File: src/rtl/rmio_pkg.sv
// Shared RMIO link constants: default word width, FIFO depths and count-width helper.
package rmio_pkg;

   localparam int unsigned RMIO_DATA_W    = 32;
   localparam int unsigned RMIO_IN_DEPTH  = 16;
   localparam int unsigned RMIO_OUT_DEPTH = 16;

   // Occupancy counters must represent 0..DEPTH inclusive.
   function automatic int unsigned cnt_w(input int unsigned depth);
      return $clog2(depth + 1);
   endfunction

   localparam int unsigned RMIO_CNT_W = cnt_w(RMIO_IN_DEPTH);

endpackage

File: src/rtl/rmio_sync_fifo.sv
// First-word-fall-through synchronous FIFO with separate occupancy count.
module rmio_sync_fifo
   import rmio_pkg::*;
#(
   parameter int unsigned W     = RMIO_DATA_W,
   parameter int unsigned DEPTH = RMIO_IN_DEPTH
) (
   input  logic                     clk,
   input  logic                     rst,
   input  logic                     push,
   input  logic [W-1:0]             push_data,
   input  logic                     pop,
   output logic [W-1:0]             head,
   output logic                     full,
   output logic                     empty,
   output logic [cnt_w(DEPTH)-1:0]  count
);

   localparam int unsigned PW = $clog2(DEPTH);
   localparam int unsigned CW = cnt_w(DEPTH);

   logic [W-1:0]  mem [DEPTH];
   logic [PW-1:0] wptr_q;
   logic [PW-1:0] rptr_q;
   logic [CW-1:0] count_q;
   logic          do_push;
   logic          do_pop;

   assign empty   = (count_q == '0);
   assign full    = (count_q == CW'(DEPTH));
   assign do_pop  = pop && !empty;
   // A full FIFO still accepts a push when the head leaves in the same cycle.
   assign do_push = push && (!full || do_pop);

   always_ff @(posedge clk or posedge rst) begin
      if (rst) begin
         wptr_q  <= '0;
         rptr_q  <= '0;
         count_q <= '0;
      end else begin
         if (do_push) wptr_q <= wptr_q + 1'b1;
         if (do_pop)  rptr_q <= rptr_q + 1'b1;
         count_q <= count_q + CW'(do_push) - CW'(do_pop);
      end
   end

   always_ff @(posedge clk) begin
      if (do_push) mem[wptr_q] <= push_data;
   end

   assign head  = mem[rptr_q];
   assign count = count_q;

endmodule

File: src/rtl/rmio_eu_buffer.sv
// EU-side RMIO endpoint: input FIFO feeds the EU operand stream, output FIFO returns results.
module rmio_eu_buffer
   import rmio_pkg::*;
#(
   parameter int unsigned DATA_W    = RMIO_DATA_W,
   parameter int unsigned IN_DEPTH  = RMIO_IN_DEPTH,
   parameter int unsigned OUT_DEPTH = RMIO_OUT_DEPTH
) (
   input  logic                         clk,
   input  logic                         rst,
   input  logic [DATA_W-1:0]            input_data,
   input  logic                         input_we,
   input  logic                         output_re,
   output logic [DATA_W-1:0]            output_data,
   output logic [DATA_W-1:0]            op_data,
   output logic                         op_valid,
   input  logic                         op_ready,
   input  logic [DATA_W-1:0]            res_data,
   input  logic                         res_valid,
   output logic                         res_ready,
   output logic [cnt_w(IN_DEPTH)-1:0]   in_count,
   output logic [cnt_w(OUT_DEPTH)-1:0]  out_count,
   output logic                         err_ovf,
   output logic                         err_udf,
   input  logic                         clr_err
);

   logic              in_full;
   logic              in_empty;
   logic              in_pop;
   logic              ovf_set;
   logic              out_full;
   logic              out_empty;
   logic              out_push;
   logic              out_pop;
   logic              udf_set;
   logic [DATA_W-1:0] out_head;

   assign op_valid = !in_empty;
   assign in_pop   = op_valid && op_ready;
   assign ovf_set  = input_we && in_full && !in_pop;

   rmio_sync_fifo #(
      .W     (DATA_W),
      .DEPTH (IN_DEPTH)
   ) u_in_fifo (
      .clk       (clk),
      .rst       (rst),
      .push      (input_we),
      .push_data (input_data),
      .pop       (in_pop),
      .head      (op_data),
      .full      (in_full),
      .empty     (in_empty),
      .count     (in_count)
   );

   assign res_ready = !out_full;
   assign out_push  = res_valid && res_ready;
   assign out_pop   = output_re && !out_empty;
   assign udf_set   = output_re && out_empty;

   rmio_sync_fifo #(
      .W     (DATA_W),
      .DEPTH (OUT_DEPTH)
   ) u_out_fifo (
      .clk       (clk),
      .rst       (rst),
      .push      (out_push),
      .push_data (res_data),
      .pop       (out_pop),
      .head      (out_head),
      .full      (out_full),
      .empty     (out_empty),
      .count     (out_count)
   );

   // No bypass from res_data: an empty read leaves output_data untouched.
   always_ff @(posedge clk or posedge rst) begin
      if (rst) begin
         output_data <= '0;
         err_ovf     <= 1'b0;
         err_udf     <= 1'b0;
      end else begin
         if (out_pop) output_data <= out_head;
         if (clr_err)      err_ovf <= 1'b0;
         else if (ovf_set) err_ovf <= 1'b1;
         if (clr_err)      err_udf <= 1'b0;
         else if (udf_set) err_udf <= 1'b1;
      end
   end

endmodule

File: config.mk
export PLATFORM = sky130hd
export DESIGN_NAME = rmio_eu_buffer
export DESIGN_NICKNAME = d
export VERILOG_FILES = /design/src/rtl/rmio_pkg.sv /design/src/rtl/rmio_sync_fifo.sv /design/src/rtl/rmio_eu_buffer.sv
export SDC_FILE = /design/constraint.sdc
export NUM_CORES = 1
export LEC_CHECK = 0
export CAP_MARGIN = 20
export CORE_UTILIZATION = 55
export CTS_CLUSTER_DIAMETER = 80
export DETAILED_ROUTE_END_ITERATION = 8
export PLACE_DENSITY = 0.87
export SKIP_LAST_GASP = 1
export SYNTH_ARGS = -nofsm -noshare
export SYNTH_HDL_FRONTEND = slang
export SYNTH_HIERARCHICAL = 1
export SYNTH_SLANG_ARGS = --single-unit
File: constraint.sdc
create_clock -name clk -period 4.5 [get_ports clk]
set_input_delay 0.45 -clock clk [delete_from_list [all_inputs] [get_ports clk]]
set_output_delay 0.45 -clock clk [all_outputs]
set_load 0.005 [all_outputs]
==> impl_metrics.env <==
export IMPL_status="finished clean"
export IMPL_final_nets=2383
export IMPL_tightest_slew_ns=1.12
export IMPL_grt_pass1_vias=23068
export IMPL_hpwl_mm=49.7
export IMPL_syn_to_final_growth_pct=15.0
export IMPL_grt_overflow=0
export IMPL_die_x_microns=279
export IMPL_routed_wl_mm=96.8
export IMPL_hold_class="input port to asynchronous set/reset pin"
export IMPL_finalCritPeriodShare_pct=88.3
export IMPL_gr_usage_met2_pct=42.6
export IMPL_core_sq_um=75900
export IMPL_ys_ff_latch=1084
export IMPL_clkSlewWorstSetupHoldPaths_ns=0.06
export IMPL_fp_dieH_microns=279
export IMPL_synth_cell_types=36
export IMPL_gr_usage_all_layers_pct=25.0
export IMPL_htreeDepth=3
export IMPL_drt_iter0_markers=2390
export IMPL_wire_per_inst_microns=28.4
export IMPL_cts_tree="done"
export IMPL_final_hold_viol_count=0
export IMPL_avgSynthCellArea_sq_um=20.1
export IMPL_skew_ns=0.0575
export IMPL_met3_usage_pct=5.06
export IMPL_grt_max_degree=130
export IMPL_arrival_ns=3.53
export IMPL_antenna_found_initial=11
export IMPL_port_buffers=148
export IMPL_num_rows=101
export IMPL_end_kind="output pin"
export IMPL_slew_viol_final=0
export IMPL_final_cell_mix="edfxtp_1 (1024), mux2i_1 (256), clkdlybuf4s50_1 (148)"
export IMPL_clock_sinks=1084
export IMPL_path_max_fanout=41
export IMPL_synth_fp_nets=2190
export IMPL_drtPass1Iterations=8
export IMPL_vias=22054
export IMPL_pin_count=149
export IMPL_grt_use_met1_pct=30.8
export IMPL_crit_reg2reg_capture="u_out_fifo/count[4]"
export IMPL_start_kind="register"
export IMPL_max_slew_margin_pct=25.1
export IMPL_syn_inst=2095
export IMPL_drc=0
export IMPL_initial_core_util_pct=55.6
export IMPL_route_antenna_remaining_nets=0
export IMPL_grt_pass1_wl_mm=143
export IMPL_ys_seq_area_share_pct=76.4
export IMPL_worstPathRequired_ns=4.05
export IMPL_r2r_start="u_out_fifo/count[3]"
export IMPL_pwr_density_cell_nw_per_um2=656
export IMPL_dieArea_sq_um=77900
export IMPL_finalSetupViolCount=0
export IMPL_cts_resized=0
export IMPL_maxCapViolations=0
export IMPL_cts_path_max_buffers=3
export IMPL_cts_buffers=100
export IMPL_crit_type="register to output pin"
export IMPL_clock_latency_ns=0.70
export IMPL_final_setup_tns_ns=0
export IMPL_leakage_nw=16.4
export IMPL_drive_above_1_share_pct=17.4
export IMPL_vdd_drop_max_mv=0.458
export IMPL_viasPerCell=6.47
export IMPL_gp_congestion=0.808
export IMPL_syn_area_sq_um=42200
export IMPL_synth_warnings=6
export IMPL_cts_setup_buffers=0
export IMPL_ff2ff_path_depth=13
export IMPL_rrSetupSlack_ns=1.18
export IMPL_slowest_delay_ns=0.93
export IMPL_grt_setup_unrepaired="no"
export IMPL_path_cells="buf_12, mux2i_1, a221oi_1, o21ai_0, nand2_1, clkdlybuf4s50_1"
export IMPL_clockRootBuffer="clkbuf_16"
export IMPL_fin_crit_ns=3.98
export IMPL_cp_slowest_cell="dfrtp_4"
export IMPL_grt_busiest_layer="met2"
export IMPL_max_freq_mhz=252
export IMPL_holdBufCountCts=0
export IMPL_final_common_cell="edfxtp_1"
export IMPL_whs_ns=0.165
through the flow:
stage / worst slack [ns] / cells / util [%] / instance area, sq um / power [W]
global placement: 1.37 / 3215 / 59.2 / 45000 / 0.0223
detailed placement: 1.17 / 3215 / 59.2 / 45000 / 0.0227
finish: 0.524 / 3411 / 63.9 / 48600 / 0.0318
CTS: 0.507 / 3403 / 63.9 / 48500 / 0.0319
floorplan: 0.0852 / 2095 / - / 42200 / 0.0193
global route: 0.359 / 3411 / 63.9 / 48600 / 0.0329
state kept, by name (all words and copies together) (netlist names):
signal and count:
u_out_fifo/count 5, err_ovf 1, u_in_fifo/count 5, u_in_fifo/wptr_q 4, u_out_fifo/wptr_q 4, u_in_fifo/mem 512
output_data 32, u_out_fifo/rptr_q 4, u_in_fifo/rptr_q 4, err_udf 1, u_out_fifo/mem 512
routing by layer:
layer	share of wire [%]	wire, microns
met1	35	33800
met4	4.4	4290
met2	51	49400
met3	9.6	9270
met5	0.056	54
worst max path at each step:
stage                             start                   end  slack (ns)  depth (start not counted)
floorplan           u_out_fifo/count[2]  u_out_fifo/mem[3][0]        0.09                         10
detailed placement  u_out_fifo/count[3]   u_out_fifo/count[4]        1.17                         13
CTS                 u_in_fifo/rptr_q[0]            op_data[3]        0.51                          6
finish              u_in_fifo/rptr_q[0]            op_data[3]        0.52                          6
global route        u_in_fifo/rptr_q[0]            op_data[3]        0.36                          6
global placement    u_in_fifo/rptr_q[1]           op_data[27]        1.37                          6
synthesized netlist by cell type, drive strengths merged:
library cell,number,area (sq um)
edfxtp,1024,30700
mux2i,256,2560
a221oi,128,1120
mux4,128,2900
buf,80,689
nand2,78,293
o21ai,66,330
a22oi,64,480
dfrtp,60,1500
clkbuf,38,143
mux2,34,492
nor2,30,113
inv,26,97.6
ha,22,275
xnor2,14,123
nor3,8,40.0
nor2b,6,45.0
xor2,6,52.6
a21oi,5,25.0
nand2b,5,31.3
a21o,2,15.0
and2,2,12.5
fa,2,40.0
nand3,2,10.0
nand4,2,12.5
nand4bb,2,22.5
nor4b,2,17.5
o21a,2,15.0
a31oi,1,6.26
where the power goes:
| group | internal, W | switching [W] | leakage, nW |
|---|---|---|---|
| Clock | 0.00523 | 0.00375 | 1.72 |
| Combinational | 0.00438 | 0.00551 | 4.74 |
| Sequential | 0.0123 | 0.000668 | 9.94 |
kinds of logic after synthesis:
| group | count (synthesis) | share of synthesized area (%) |
|---|---|---|
| and+or+nand+nor | 137 | 1.41 |
| muxes | 418 | 14.1 |
| DFF | 1084 | 76.4 |
| buffers and inverters | 144 | 2.20 |
| AOI/OAI and AO/OA | 268 | 4.72 |
| adders and majority gates | 24 | 0.747 |
| xor gates and xnor gates | 20 | 0.415 |
area by class of cell:
cell class | instances | area [sq um]
Fill cell | 4697 | 27400
Antenna cell | 7 | 17.5
Inverter | 26 | 97.6
Multi-Input combinational cell | 867 | 9270
Tap cell | 1030 | 1290
Clock buffer | 123 | 2660
Clock inverter | 65 | 891
Sequential cell | 1084 | 32300
Timing Repair Buffer | 209 | 2080
critical path, delay by kind of cell (launching register included):
family	cells	cell delay, ns
flops	1	0.93
compound gates	2	0.74
mux	1	0.15
simple gates	1	0.12
buf+inv	2	0.87
(Power assumes the default switching activity.)
